[src/rtl/instr_fetch_unit.sv]
// Instruction fetch unit: owns the PC, fetches one word at a time over a req/valid
// handshake and presents it to decode. Optional WAIT timeout enabled by FETCH_TIMEOUT_EN.
module instr_fetch_unit #(
    parameter logic [31:0] RESET_PC = 32'h00000000,
    parameter int          TIMEOUT  = 16
) (
    input  logic        clk,
    input  logic        reset,
    input  logic        stall,
    input  logic        branch,
    input  logic        zero,
    input  logic        jump,
    input  logic [31:0] branch_offset,
    input  logic [25:0] jump_target,
    output logic        imem_req,
    output logic [31:0] imem_addr,
    input  logic        imem_valid,
    input  logic [31:0] imem_data,
    output logic [31:0] instr,
    output logic [5:0]  op,
    output logic [31:0] pc_plus4,
    output logic        instr_valid,
    output logic        fetch_err
);

    typedef enum logic [1:0] {
        S_FETCH = 2'd0,
        S_WAIT  = 2'd1,
        S_ISSUE = 2'd2
    } state_t;

    state_t      state_reg, state_next;
    logic [31:0] pc_reg, pc_next;
    logic [31:0] instr_reg, instr_next;
    logic [31:0] pc_plus4_reg, pc_plus4_next;
    logic        instr_valid_reg, instr_valid_next;
    logic [31:0] retire_pc;
    logic        timeout_hit;

    // Target selection for the retiring instruction; jump outranks a taken branch.
    always_comb begin
        retire_pc = pc_plus4_reg;
        if (jump) begin
            retire_pc = {pc_plus4_reg[31:28], jump_target, 2'b00};
        end else if (branch && zero) begin
            retire_pc = pc_plus4_reg + (branch_offset << 2);
        end
    end

    always_comb begin
        state_next       = state_reg;
        pc_next          = pc_reg;
        instr_next       = instr_reg;
        pc_plus4_next    = pc_plus4_reg;
        instr_valid_next = instr_valid_reg;
        case (state_reg)
            S_FETCH: begin
                state_next = S_WAIT;
            end
            S_WAIT: begin
                if (imem_valid) begin
                    instr_next       = imem_data;
                    pc_plus4_next    = pc_reg + 32'd4;
                    instr_valid_next = 1'b1;
                    state_next       = S_ISSUE;
                end else if (timeout_hit) begin
                    state_next = S_FETCH;
                end
            end
            S_ISSUE: begin
                if (!stall) begin
                    instr_valid_next = 1'b0;
                    pc_next          = retire_pc;
                    state_next       = S_FETCH;
                end
            end
            default: begin
                state_next = S_FETCH;
            end
        endcase
    end

    always_ff @(posedge clk) begin
        if (reset) begin
            state_reg       <= S_FETCH;
            pc_reg          <= RESET_PC;
            instr_reg       <= 32'd0;
            pc_plus4_reg    <= RESET_PC + 32'd4;
            instr_valid_reg <= 1'b0;
        end else begin
            state_reg       <= state_next;
            pc_reg          <= pc_next;
            instr_reg       <= instr_next;
            pc_plus4_reg    <= pc_plus4_next;
            instr_valid_reg <= instr_valid_next;
        end
    end

`ifdef FETCH_TIMEOUT_EN
    localparam int CNT_W = (TIMEOUT > 1) ? $clog2(TIMEOUT) : 1;

    logic [CNT_W-1:0] wait_cnt_reg, wait_cnt_next;
    logic             fetch_err_reg;

    // A response in the expiring cycle takes precedence over the timeout.
    assign timeout_hit = (state_reg == S_WAIT) && !imem_valid &&
                         (wait_cnt_reg == CNT_W'(TIMEOUT - 1));

    always_comb begin
        wait_cnt_next = '0;
        if (state_reg == S_WAIT) begin
            wait_cnt_next = wait_cnt_reg + 1'b1;
        end
    end

    always_ff @(posedge clk) begin
        if (reset) begin
            wait_cnt_reg  <= '0;
            fetch_err_reg <= 1'b0;
        end else begin
            wait_cnt_reg <= wait_cnt_next;
            if (timeout_hit) begin
                fetch_err_reg <= 1'b1;
            end
        end
    end

    assign fetch_err = fetch_err_reg;
`else
    assign timeout_hit = 1'b0;
    assign fetch_err   = 1'b0;
`endif

    // Request is masked while reset is held so it reads 0 during reset.
    assign imem_req    = (state_reg == S_FETCH) && !reset;
    assign imem_addr   = pc_reg;
    assign instr       = instr_reg;
    assign op          = instr_reg[31:26];
    assign pc_plus4    = pc_plus4_reg;
    assign instr_valid = instr_valid_reg;

endmodule

[config.mk]
export PLATFORM = sky130hd
export DESIGN_NAME = instr_fetch_unit
export DESIGN_NICKNAME = d
export VERILOG_FILES = /design/src/rtl/instr_fetch_unit.sv
export SDC_FILE = /design/constraint.sdc
export NUM_CORES = 1
export LEC_CHECK = 0
export CORE_ASPECT_RATIO = 1.5
export CORE_MARGIN = 8
export CORE_UTILIZATION = 42
export DETAILED_ROUTE_END_ITERATION = 8
export PLACE_DENSITY_LB_ADDON = 0.12
export SETUP_SLACK_MARGIN = 0.5
export SLEW_MARGIN = 20
export SYNTH_ARGS = -nofsm -noshare
export SYNTH_HDL_FRONTEND = slang
export SYNTH_SLANG_ARGS = --single-unit
export TNS_END_PERCENT = 20
[constraint.sdc]
create_clock -name clk -period 3.7 [get_ports clk]
set_clock_uncertainty 0.15 [all_clocks]
set_input_delay 1.11 -clock clk [delete_from_list [all_inputs] [get_ports clk]]
set_output_delay 1.11 -clock clk [all_outputs]
set_load 0.05 [all_outputs]
[Word level (Yosys, flattened, before mapping)]
Index checks and enable logic that the tools add are counted.
W data, S select, Z words.
Storage, ports and cells
  flip-flop bits (word level): 99
  input bits: 97
  output and inout port bits: 105
  logic and storage cells: 29
Operators by class
  add/subtract/negate cells: 2
  equal/unequal tests: 4
  muxes and demuxes: 8
  bitwise operators: 1
  reduce and logical (&&, ||, !) cells: 9
Operator list (count)
  $mux W32: 2
  $add A32 B3 Y32 const B: 1
  $add A32 B32 Y32: 1
  $pmux W2 S3: 1
  $reduce_and A2 Y1: 3
  $mux W2: 2
  $ne A2 B2 Y1 const B: 2
  $reduce_and A3 Y1: 1
  $eq A2 B1 Y1 const B: 1
  $eq A2 B2 Y1 const B: 1
  $logic_and A1 B1 Y1: 2
  $logic_not A2 Y1: 1
  $mux W1: 2
  $pmux W1 S2: 1
  $reduce_bool A2 Y1: 1
  $logic_not A1 Y1: 1
  $not A1 Y1: 1

[Depth between registers and ports, before layout]
Gate-level depths: netlist (run 1).
  depth after elaboration: 3
  mapped depth: 12
  depth with buffers taken out: 12

[Least setup slack after synthesis (run 1)]
Ideal clock, no wire load.
  path kind: input-to-reg
  start point: in branch_offset[0]
  end point: reg pc_reg[22], in the netlist imem_addr[22]
  setup time: 0.134 ns
  data arrival time: 3.668 ns
  required time: 3.416 ns
  setup slack: -0.252 ns
  stages: 12
  path buffers: 0
  cell sequence: ha_1 fa_1 a21o_1 a21oi_2 o21bai_1 a41o_1 and4_1 or2_1 a2111oi_2 nor4b_1 a2111oi_1 a211oi_1
Between the ends
  word-level cells in the longest chain between the ends: 3
RTL lines
  start, declared: RTL line 13  | input logic [31:0] branch_offset,
  $add A32 B32 Y32: RTL line 46  | retire_pc = pc_plus4_reg + (branch_offset << 2);
  $mux W32: RTL line 45  | end else if (branch && zero) begin
  $mux W32: RTL line 43  | if (jump) begin
  end signal, assigned: RTL line 92  | pc_reg <= pc_next;
  end, declared: RTL line 33  | logic [31:0] pc_reg, pc_next;
No other way between the ends.
A chain may end at the register's enable or synchronous reset.

[Final worst setup path (run 1)]
  start point: in branch_offset[0]
  end point: reg pc_reg[30], in the netlist imem_addr[30]
Same word-level chain as after synthesis.

==> impl_metrics.csv, run 1 <==
group,metric,value,unit
run_status,run_status,"complete, no violations",
synthesis,yosysTopAreaCell,"sky130_fd_sc_hd__dfxtp_1",
synthesis,synth_top_area_share,34.1,%
floorplan,floorplan.die_area,0.0180,mm²
cts,cts_num_sinks,99,
grt,grt_pass1_wl,34.0,mm
floorplan,initial_utilization,43.0,%
worst_setup_path,critPathRequiredTime,3.83,ns
finish,antenna_cells,0,
floorplan,floorplan.die.width,112,µm
worst_setup_path,regToRegSetupSlack,0.59,ns
timing,slew_headroom,31.7,%
cts,clock_root_buffer_master,"sky130_fd_sc_hd__clkbuf_16",
timing,final_hold_viol_count,0,
worst_setup_path,crit_buf_inv,3,
detailed_routing,post_drt_wl_per_cell,17.9,µm
cts,cts_made_buffers,9,
flow_run,maxCapViolCount,0,
synthesis,asyncSetResetFlopFracSynth,0,%
detailed_routing,mean_number_of_vias_per_cell,5.50,
grt,grt_max_degree,98,
worst_setup_path,max_stage_delay,0.35,ns
synthesis,synth_area,0.00582,mm²
detailed_routing,drt.antenna.violating_nets,0,
timing,rsz0062_at_grt,"yes",
synthesis,synth.net_count,890,
worst_setup_path,category_of_cells_accounting_for_the_largest_share_of_critical_path_delay,"compound AO/OA/AOI/OAI gates",
synthesis,synth_cell_type_count,65,
finish,post-route-util,68.4,%
worst_setup_path,crit_path_cell_trace,"buf_6 -> ha_4 -> fa_2 -> a21o_1 -> a21oi_4 -> o21bai_4 -> a41o_1 -> and4_4 -> buf_6 -> o21ai_4 -> o21ai_2 -> a211oi_2 -> buf_4 -> mux2i_1 -> o221a_2",
synthesis,ys_warn_count,0,
detailed_routing,drtPass1Iterations,5,
cts,clock_path_buffers,2,
worst_setup_path,setup.worst_path.end_class,"flop",
cts,clock_latency,0.34,ns
grt,gr-usage-all-layers,22.9,%
worst_setup_path,worstPathArrival,3.71,ns
worst_setup_path,crit_path_start_kind,"input pin",
timing,fin_crit,3.58,ns
worst_setup_path,critical_path_class,"in -> reg",
timing,setup_viol_count_final,0,
floorplan,fp.coreArea,0.0135,mm²
cts,tritoncts,"yes",
finish,layout_common_cells,"180 x sky130_fd_sc_hd__clkdlybuf4s50_1, 151 x sky130_fd_sc_hd__nand2_1, 99 x sky130_fd_sc_hd__dfxtp_1, 99 x sky130_fd_sc_hd__buf_4, 82 x sky130_fd_sc_hd__a21oi_1",
detailed_routing,first_iter_violations,357,
timing,worst_slew_pin_slew,1.02,ns
detailed_routing,post-route-drc-count,0,
worst_hold_path,min-delay-path-class,"reg -> reg",
worst_setup_path,timing.critical_path.mode_cell,"sky130_fd_sc_hd__buf_6",
placed_design,pre_cts_ws,-0.771,ns
synthesis,cell_count_after_synthesis,762,
synthesis,postSynthRegisterBits,99,
worst_setup_path,critical_path.max_fanout,2,
floorplan,dieHeight,160,µm
finish,most_common_library_cell_in_the_layout_ignoring_fill_and_taps,"sky130_fd_sc_hd__clkdlybuf4s50_1",
timing,final.setup.worst_slack,0.124,ns
finish,area_growth,59.1,%
timing,timing.final.crit_share,96.7,%
grt,via_count_of_the_first_global_routing_pass,6775,
placed_design,numPortBuffers,198,
floorplan,design.portCount,202,
synthesis,ys.flop_type,"sky130_fd_sc_hd__dfxtp_1",
pwr,ir_worst_vdd,0.245,mV
timing,totalNegativeSetupSlack,0,ns
finish,design.final.nets,1149,
detailed_routing,dr_total_vias,6528,
timing,maxSlewViolCount,0,
cts,worst_setup_hold_path_clk_slew,0.06,ns
timing,hold_slack,0.305,ns
timing,max_frequency,280,MHz
synthesis,synth_enable_flop_cells,0,
floorplan,fp-row-count,52,
finish,layout.filler_cells,1130,
pwr,cellLeakagePower,3.49,nW
synthesis,synth_seq_area_share,34.1,%
placed_design,hpwl,15.8,mm
cts,holdBufCountCts,0,
finish,layout_cells_sized_above_1,18.4,%
grt,grt.overflow.total,0,
placed_design,routabilityCongestion,0.963,
synthesis,synth_top_cells_by_area,"sky130_fd_sc_hd__dfxtp_1 34%, sky130_fd_sc_hd__nand2_1 9.8%, sky130_fd_sc_hd__a21oi_1 7.7%",
synthesis,syn_avg_cell_area,7.64,µm²
grt,grt_antenna_before_repair,0,
cts,htree_num_levels,3,
worst_setup_path,slowest_cp_cell,"sky130_fd_sc_hd__fa_2",
pwr,power.density,338,mW/mm²
detailed_routing,routed_wirelength,21.2,mm
==> through the flow <==
stage / instances / power (mW) / area, µm²
floorplan: 762 / 1.69 / 5900
global placement: 1154 / 2.05 / 8490
detailed placement: 1154 / 2.07 / 8490
CTS: 1182 / 3.11 / 9070
global route: 1187 / 3.28 / 9260
finish: 1187 / 3.13 / 9260
==> logic make-up (layout without fill, tap and decap cells) <==
kind of cell	Yosys count	after routing	share of synthesized area, %
XOR/XNOR	43	43	6.47
buffers and inverters	63	326	4.52
AO/OA/AOI/OAI	228	228	25.4
other	1	1	0.0644
multiplexers	4	4	0.688
flip-flops	99	99	34.1
adder cells (fa/ha/maj)	31	31	6.79
AND/OR/NAND/NOR	293	293	22.0
==> per-layer routing <==
metal / GRT usage, % / vias up / part of all wire (%)
met2: 40.3 / 233 / 50
met4: 8.13 / 0 / 2.3
met3: 7.70 / 38 / 9.0
met1: 24.9 / 3048 / 39
li1: - / 3209 / -
met5: 0 / - / 0
==> where the power goes <==
group	internal (mW)	total (mW)	switching, mW
sequential	1.11	1.17	0.0548
combinational	0.444	0.969	0.525
clock	0.605	0.995	0.390
total	2.16	3.13	0.970
==> worst min-delay path, stage by stage (launching register included) <==
cell and delay, ns:
sky130_fd_sc_hd__dfxtp_1 0.31, sky130_fd_sc_hd__nand2_1 0.05, sky130_fd_sc_hd__a21oi_1 0.05
==> layout make-up <==
| cell class | count | area [µm²] | area share, % |
|---|---|---|---|
| Tap cell | 162 | 203 | 2.19 |
| Sequential cell | 99 | 1980 | 21.4 |
| Multi-Input combinational cell | 600 | 3990 | 43.0 |
| Clock buffer | 10 | 239 | 2.58 |
| Timing Repair Buffer | 299 | 2730 | 29.5 |
| Inverter | 12 | 45.0 | 0.486 |
| Clock inverter | 5 | 77.6 | 0.838 |
==> final timing paths <==
check                                endpoint        startpoint  depth (start not counted)
worst max-delay path            imem_addr[30]  branch_offset[0]                         15
worst max register to register  imem_addr[31]      pc_plus4[12]                         12
worst min-delay path                 instr[8]          instr[8]                          2
worst min register to register       instr[8]          instr[8]                          2
==> cells in the mapped netlist, types with 7 or more instances <==
| cell type | n |
|---|---|
| sky130_fd_sc_hd__ha_1 | 30 |
| sky130_fd_sc_hd__a211oi_1 | 32 |
| sky130_fd_sc_hd__a311oi_1 | 7 |
| sky130_fd_sc_hd__buf_4 | 7 |
| sky130_fd_sc_hd__nor3_1 | 10 |
| sky130_fd_sc_hd__nor2_1 | 69 |
| sky130_fd_sc_hd__o211ai_1 | 16 |
| sky130_fd_sc_hd__or3_1 | 10 |
| sky130_fd_sc_hd__xor2_1 | 30 |
| sky130_fd_sc_hd__inv_1 | 12 |
| sky130_fd_sc_hd__a21o_1 | 10 |
| sky130_fd_sc_hd__a21oi_1 | 89 |
| sky130_fd_sc_hd__clkbuf_1 | 38 |
| sky130_fd_sc_hd__nand2_1 | 152 |
| sky130_fd_sc_hd__nand3_1 | 16 |
| sky130_fd_sc_hd__dfxtp_1 | 99 |
| sky130_fd_sc_hd__o21ai_0 | 28 |
| sky130_fd_sc_hd__xnor2_1 | 13 |
| sky130_fd_sc_hd__and3_1 | 8 |
==> timing repair <==
item	in CTS	in global routing
endpoints found under the setup margin	24	25
gates resized for setup	61	40
setup buffers	13	5
pin swaps	45	42
Power figures use the tool's default switching activity.
==> run 2, diff against run 1 <==
--- a/config.mk
+++ b/config.mk
@@ -5,9 +5,12 @@
 export SDC_FILE = /design/constraint.sdc
 export NUM_CORES = 1
 export LEC_CHECK = 0
+export ABC_AREA = 1
+export CELL_PAD_IN_SITES_DETAIL_PLACEMENT = 0
+export CELL_PAD_IN_SITES_GLOBAL_PLACEMENT = 1
 export CORE_ASPECT_RATIO = 1.5
-export CORE_MARGIN = 8
-export CORE_UTILIZATION = 42
+export CORE_MARGIN = 1.5
+export CORE_UTILIZATION = 29
 export DETAILED_ROUTE_END_ITERATION = 8
 export PLACE_DENSITY_LB_ADDON = 0.12
 export SETUP_SLACK_MARGIN = 0.5
==> impl_metrics.csv, run 2 <==
group,metric,value,unit
timing,slew_headroom,48.6,%
worst_setup_path,crit_path_start_kind,"input pin",
detailed_routing,drt.antenna.violating_nets,0,
detailed_routing,post_drt_wl_per_cell,16.4,µm
finish,most_common_library_cell_in_the_layout_ignoring_fill_and_taps,"sky130_fd_sc_hd__nand2_1",
synthesis,synth_area,0.00685,mm²
pwr,cellLeakagePower,4.30,nW
finish,design.final.nets,1428,
timing,maxSlewViolCount,0,
worst_setup_path,critPathRequiredTime,3.76,ns
synthesis,synth_top_area_share,28.9,%
synthesis,synth.net_count,1242,
placed_design,dpl-instance-area,0.00922,mm²
cts,clock_root_buffer_master,"sky130_fd_sc_hd__clkbuf_16",
synthesis,cell_count_after_synthesis,1114,
grt,grt_max_degree,75,
cts,htree_num_levels,3,
grt,grt.overflow.total,0,
synthesis,synth_top_cells_by_area,"sky130_fd_sc_hd__dfxtp_1 29%, sky130_fd_sc_hd__nand2_1 15%, sky130_fd_sc_hd__nor2_1 10%",
finish,layout_common_cells,"252 x sky130_fd_sc_hd__nand2_1, 196 x sky130_fd_sc_hd__clkdlybuf4s50_1, 177 x sky130_fd_sc_hd__nor2_1, 135 x sky130_fd_sc_hd__inv_1, 99 x sky130_fd_sc_hd__dfxtp_1",
timing,worst_slew_pin_slew,0.771,ns
finish,layout_cells_sized_above_1,8.81,%
detailed_routing,routed_wirelength,26.6,mm
finish,post-route-util,42.6,%
floorplan,dieHeight,191,µm
timing,totalNegativeSetupSlack,0,ns
finish,antenna_cells,0,
run_status,run_status,"complete, no violations",
floorplan,fp.coreArea,0.0231,mm²
timing,setup_viol_count_final,0,
floorplan,floorplan.die.width,128,µm
synthesis,ys.flop_type,"sky130_fd_sc_hd__dfxtp_1",
timing,timing.final.crit_share,84.2,%
worst_setup_path,reg2reg_depth,9,
finish,final_cell_area,0.00982,mm²
cts,clock_path_buffers,2,
pwr,share_comb_of_total_power,30.7,%
timing,final.setup.worst_slack,0.586,ns
worst_hold_path,min-delay-path-class,"reg -> reg",
synthesis,ys_top_cells_by_count,"265 x sky130_fd_sc_hd__nand2_1, 191 x sky130_fd_sc_hd__nor2_1, 136 x sky130_fd_sc_hd__inv_1",
worst_setup_path,worstPathArrival,3.17,ns
worst_setup_path,r2r_end,"pc_plus4[30]",
cts,holdBufCountCts,0,
cts,cts_made_buffers,9,
timing,fin_crit,3.11,ns
grt,grt_antenna_before_repair,0,
floorplan,design.portCount,202,
synthesis,synth_cell_type_count,42,
floorplan,floorplan.die_area,0.0246,mm²
grt,gr-usage-all-layers,21.6,%
timing,max_frequency,321,MHz
placed_design,numPortBuffers,198,
synthesis,synth_enable_flop_cells,0,
synthesis,postSynthRegisterBits,99,
placed_design,routabilityCongestion,0.848,
timing,rsz0062_at_grt,"yes",
worst_setup_path,regToRegSetupSlack,1.40,ns
cts,tritoncts,"yes",
floorplan,initial_utilization,29.7,%
cts,worst_setup_hold_path_clk_slew,0.07,ns
worst_setup_path,setup.worst_path.end_class,"flop",
pwr,power.clock.fraction,33.3,%
detailed_routing,drtPass1Iterations,7,
worst_setup_path,critical_path.max_fanout,5,
cts,cts_num_sinks,99,
synthesis,synth_seq_area_share,28.9,%
placed_design,pre_cts_ws,-0.000287,ns
floorplan,fp-row-count,68,
timing,final_hold_viol_count,0,
flow_run,maxCapViolCount,0,
worst_setup_path,endpoint,"imem_addr[30]",
pwr,seqPwrFrac,36.0,%
detailed_routing,post-route-drc-count,0,
pwr,ir_worst_vdd,0.207,mV
detailed_routing,dr_total_vias,7579,
grt,grt_pass1_wl,40.5,mm
detailed_routing,first_iter_violations,329,
pwr,cellInternalPower,2.20,mW
cts,clock_latency,0.35,ns
pwr,p_sw,1.11,mW
pwr,power.density,338,mW/mm²
synthesis,ys_warn_count,0,
synthesis,yosysTopAreaCell,"sky130_fd_sc_hd__dfxtp_1",
pwr,power_switching_share,33.5,%
worst_setup_path,critical_path.reg2reg.startpoint,"imem_addr[2]",
worst_setup_path,critical_path_class,"in -> reg",
grt,via_count_of_the_first_global_routing_pass,7439,
placed_design,hpwl,21.3,mm
finish,final_cell_count_no_fill,1620,
placed_design,place_inst,1602,
finish,area_growth,43.4,%
synthesis,syn_avg_cell_area,6.15,µm²
synthesis,asyncSetResetFlopFracSynth,0,%
detailed_routing,mean_number_of_vias_per_cell,4.68,
worst_setup_path,crit_start,"branch_offset[22]",
synthesis,post-synth-top-count-cell,"sky130_fd_sc_hd__nand2_1",
-- run 2: worst min-delay path by stage --
| stage | start | to | slack (ns) | depth (start not counted) |
|---|---|---|---|---|
| 2_1_floorplan | state_reg[0] | state_reg[0] | 0.38 | 3 |
| 3_3_place_gp | instr_valid | instr_valid | 0.30 | 2 |
| 3_5_place_dp | imem_addr[1] | pc_plus4[1] | 0.31 | 2 |
| 4_1_cts | instr_valid | instr_valid | 0.33 | 2 |
| 5_1_grt | instr_valid | instr_valid | 0.36 | 2 |
| 6_report | instr_valid | instr_valid | 0.31 | 2 |
-- run 2: metrics by stage --
stage / hold WS, ns / power, mW
final: 0.314 / 3.32
after global routing: 0.358 / 3.48
after CTS: 0.326 / 3.31
after detailed placement: 0.310 / 2.19
after global placement: 0.299 / 2.20
after floorplan: 0.376 / 1.80
-- run 2: kinds of logic (layout without fill, tap and decap cells) --
kind of cell | count (synthesis) | in the layout | synth area share [%]
DFF | 99 | 99 | 28.9
adders and majority gates | 31 | 31 | 5.77
AOI/OAI and AO/OA | 198 | 198 | 15.6
and+or+nand+nor | 571 | 571 | 35.3
xor gates and xnor gates | 27 | 27 | 3.56
other | 1 | 1 | 0.0548
buffers and inverters | 187 | 378 | 10.7
-- run 2: timing repair --
| action | in CTS | in global routing |
|---|---|---|
| setup endpoints to repair | 8 | 20 |
| resized for setup | 3 | 49 |
| setup buffers | 0 | 2 |
| pin swaps | 1 | 8 |
| cloned | 0 | 0 |
-- run 2: critical path: stages --
cell,delay (ns)
sky130_fd_sc_hd__clkdlybuf4s50_1,0.45
sky130_fd_sc_hd__ha_1,0.41
sky130_fd_sc_hd__nand2_1,0.11
sky130_fd_sc_hd__nor2_1,0.24
sky130_fd_sc_hd__nand2_1,0.15
sky130_fd_sc_hd__nor3_1,0.19
sky130_fd_sc_hd__nand2_2,0.12
sky130_fd_sc_hd__nand3_1,0.09
sky130_fd_sc_hd__nand3_1,0.11
sky130_fd_sc_hd__nand2_2,0.13
sky130_fd_sc_hd__a21oi_1,0.06
-- run 2: power groups by stage --
stage	clock, mW	combinational [mW]	sequential (mW)
floorplan	0	0.414	1.39
global placement	0	0.981	1.21
global route	1.17	1.11	1.20
CTS	1.13	0.987	1.19
detailed placement	0	0.981	1.21
finish	1.10	1.02	1.19
-- run 2: area by class of cell --
cell class	count	area, µm²
Timing Repair Buffer	223	2190
Fill cell	2511	13200
Multi-Input combinational cell	828	4390
Tap cell	315	394
Clock buffer	11	243
Sequential cell	99	1980
Inverter	139	522
Clock inverter	5	108
-- run 2: routing by layer --
metal | track usage (%) | vias to the layer above | routed length, µm
li1 | - | 3921 | -
met5 | 0 | - | 0
met1 | 23.9 | 3455 | 10400
met2 | 41.8 | 175 | 14300
met4 | 6.57 | 0 | 699
met3 | 3.16 | 28 | 1160
==> run 3, diff against run 2 <==
==> constraint.sdc (replaced) <==
create_clock -name clk -period 2.69 [get_ports clk]
set_clock_uncertainty 0.15 [all_clocks]
set_input_delay 0.807 -clock clk [delete_from_list [all_inputs] [get_ports clk]]
set_output_delay 0.807 -clock clk [all_outputs]
set_load 0.05 [all_outputs]
==> impl_metrics.csv, run 3 (synthesis results as in run 2) <==
group,metric,value,unit
pwr,ir_worst_vdd,0.410,mV
timing,totalNegativeSetupSlack,0,ns
cts,clock_path_buffers,2,
timing,rsz0062_at_grt,"yes",
finish,layout_cells_sized_above_1,32.2,%
timing,maxSlewViolCount,0,
floorplan,floorplan.die.width,128,µm
finish,area_growth,69.6,%
timing,setup_viol_count_final,0,
floorplan,design.portCount,202,
pwr,power.density,421,mW/mm²
grt,grt_max_degree,75,
detailed_routing,routed_wirelength,28.5,mm
finish,antenna_cells,0,
placed_design,hpwl,21.8,mm
floorplan,floorplan.die_area,0.0246,mm²
timing,timing.final.crit_share,88.5,%
run_status,run_status,"complete, no violations",
timing,max_frequency,420,MHz
pwr,cellLeakagePower,5.74,nW
worst_setup_path,critical_path_class,"reg -> out",
cts,worst_setup_hold_path_clk_slew,0.07,ns
placed_design,numPortBuffers,198,
finish,design.final.nets,1544,
worst_setup_path,category_of_cells_accounting_for_the_largest_share_of_critical_path_delay,"buffers and inverters",
worst_setup_path,slowest_cp_cell,"sky130_fd_sc_hd__dlygate4sd2_1",
floorplan,fp.coreArea,0.0231,mm²
grt,grt_antenna_before_repair,0,
finish,final_cell_area,0.0116,mm²
worst_hold_path,min-delay-path-class,"reg -> reg",
grt,grt.overflow.total,0,
grt,gr-usage-all-layers,23.4,%
detailed_routing,post_drt_wl_per_cell,16.4,µm
floorplan,fp-row-count,68,
cts,cts_num_sinks,99,
cts,tritoncts,"yes",
placed_design,dpl-instance-area,0.00994,mm²
detailed_routing,dr_total_vias,8171,
detailed_routing,drtPass1Iterations,5,
cts,htree_num_levels,3,
flow_run,maxCapViolCount,0,
worst_setup_path,crit_path_start_kind,"flop",
finish,layout_common_cells,"173 x sky130_fd_sc_hd__nand2_1, 161 x sky130_fd_sc_hd__nor2_1, 135 x sky130_fd_sc_hd__buf_4, 124 x sky130_fd_sc_hd__inv_1, 95 x sky130_fd_sc_hd__dfxtp_1",
worst_setup_path,worstPathArrival,1.42,ns
detailed_routing,drt.antenna.violating_nets,0,
worst_setup_path,crit_path_cell_trace,"dlygate4sd2_1",
worst_setup_path,critPathRequiredTime,1.73,ns
placed_design,routabilityCongestion,0.845,
grt,grt_pass1_wl,44.0,mm
detailed_routing,mean_number_of_vias_per_cell,4.71,
worst_setup_path,crit_buf_inv,1,
timing,worst_slew_pin_slew,0.530,ns
worst_setup_path,critical_path.max_fanout,4,
timing,final_hold_viol_count,0,
floorplan,dieHeight,191,µm
detailed_routing,first_iter_violations,343,
worst_setup_path,max_stage_delay,0.58,ns
worst_setup_path,setup.worst_path.end_class,"output port",
floorplan,initial_utilization,29.7,%
timing,slew_headroom,64.8,%
timing,fin_crit,2.38,ns
cts,clock_root_buffer_master,"sky130_fd_sc_hd__clkbuf_16",
cts,cts_made_buffers,9,
detailed_routing,post-route-drc-count,0,
grt,via_count_of_the_first_global_routing_pass,8382,
cts,clock_latency,0.35,ns
finish,most_common_library_cell_in_the_layout_ignoring_fill_and_taps,"sky130_fd_sc_hd__nand2_1",
cts,holdBufCountCts,0,
run 3: changes by cell type in the layout (fill, tap and decap cells not counted), moves of 16 or more:
cell | before | now
sky130_fd_sc_hd__clkdlybuf4s50_1 | 196 | 64
sky130_fd_sc_hd__buf_4 | 24 | 135
sky130_fd_sc_hd__nand2_1 | 252 | 173
sky130_fd_sc_hd__dlygate4sd2_1 | 0 | 63
sky130_fd_sc_hd__nand2_2 | 19 | 61
sky130_fd_sc_hd__nand2_4 | 0 | 36
sky130_fd_sc_hd__buf_6 | 0 | 27
sky130_fd_sc_hd__ha_4 | 10 | 30
sky130_fd_sc_hd__buf_2 | 1 | 20
sky130_fd_sc_hd__nor2_4 | 4 | 21
sky130_fd_sc_hd__a21oi_1 | 89 | 73
sky130_fd_sc_hd__ha_1 | 16 | 0
sky130_fd_sc_hd__nor2_1 | 177 | 161
run 3: through the flow:
| stage | hold slack, ns | std cells | util, % | setup slack [ns] | power [mW] |
|---|---|---|---|---|---|
| 2_1_floorplan | 0.372 | 1114 | - | 0.188 | 2.49 |
| 3_3_place_gp | 0.300 | 1691 | 43.1 | -0.482 | 3.19 |
| 3_5_place_dp | 0.310 | 1691 | 43.1 | -0.485 | 3.19 |
| 4_1_cts | 0.319 | 1729 | 49.8 | 0.223 | 4.91 |
| 5_1_grt | 0.338 | 1736 | 50.4 | 0.287 | 5.14 |
| 6_report | 0.310 | 1736 | 50.4 | 0.308 | 4.88 |
run 3: worst reg2reg max path: stages (launching register included):
cell and delay, ns:
sky130_fd_sc_hd__dfxtp_1 0.49, sky130_fd_sc_hd__ha_4 0.29, sky130_fd_sc_hd__buf_4 0.15, sky130_fd_sc_hd__nand2_1 0.06
sky130_fd_sc_hd__nand2_2 0.09, sky130_fd_sc_hd__a21oi_4 0.17, sky130_fd_sc_hd__nor2_4 0.07, sky130_fd_sc_hd__nor2_4 0.10
sky130_fd_sc_hd__nor2_1 0.06, sky130_fd_sc_hd__nor2_1 0.15, sky130_fd_sc_hd__nand2_1 0.07, sky130_fd_sc_hd__nand2_1 0.06
sky130_fd_sc_hd__nand3_1 0.07, sky130_fd_sc_hd__nand2_1 0.08, sky130_fd_sc_hd__a21oi_1 0.06
run 3: repair_timing:
| item | 4_1_cts | 5_1_grt |
|---|---|---|
| buffers inserted | 22 | 7 |
| endpoints found under the hold margin | 0 | 0 |
| endpoints found under the setup margin | 117 | 118 |
| resized for setup | 488 | 56 |
| pin swaps | 170 | 24 |
run 3: path summary, 6_finish.rpt:
kind | startpoint | end | slack (ns) | cells past startpoint
max reg2reg | pc_plus4[17] | imem_addr[30] | 0.45 | 14
min reg2reg | instr_valid | instr_valid | 0.31 | 2
max | pc_plus4[27] | pc_plus4[27] | 0.31 | 1
min | instr_valid | instr_valid | 0.31 | 2
run 3: layout make-up:
| type | count | area, µm² |
|---|---|---|
| fillers | 2358 | 11400 |
| multi-input cells | 828 | 5390 |
| flip-flops and latches | 99 | 1990 |
| clock inverters | 7 | 92.6 |
| repair buffers | 339 | 2990 |
| well taps | 315 | 394 |
| clock buffers | 9 | 225 |
| inverters | 139 | 527 |
run 3: power by group:
group          internal (mW)  switching, mW
combinational          0.784           1.06
sequential              1.55          0.100
clock                  0.813          0.576
run 3: metal layers:
layer | share of wire, % | GRT usage [%] | wire length [µm]
met3 | 3.9 | 3.25 | 1100
met5 | 0 | 0 | 0
met1 | 40 | 25.6 | 11300
met4 | 3.6 | 9.94 | 1030
met2 | 53 | 44.4 | 15000
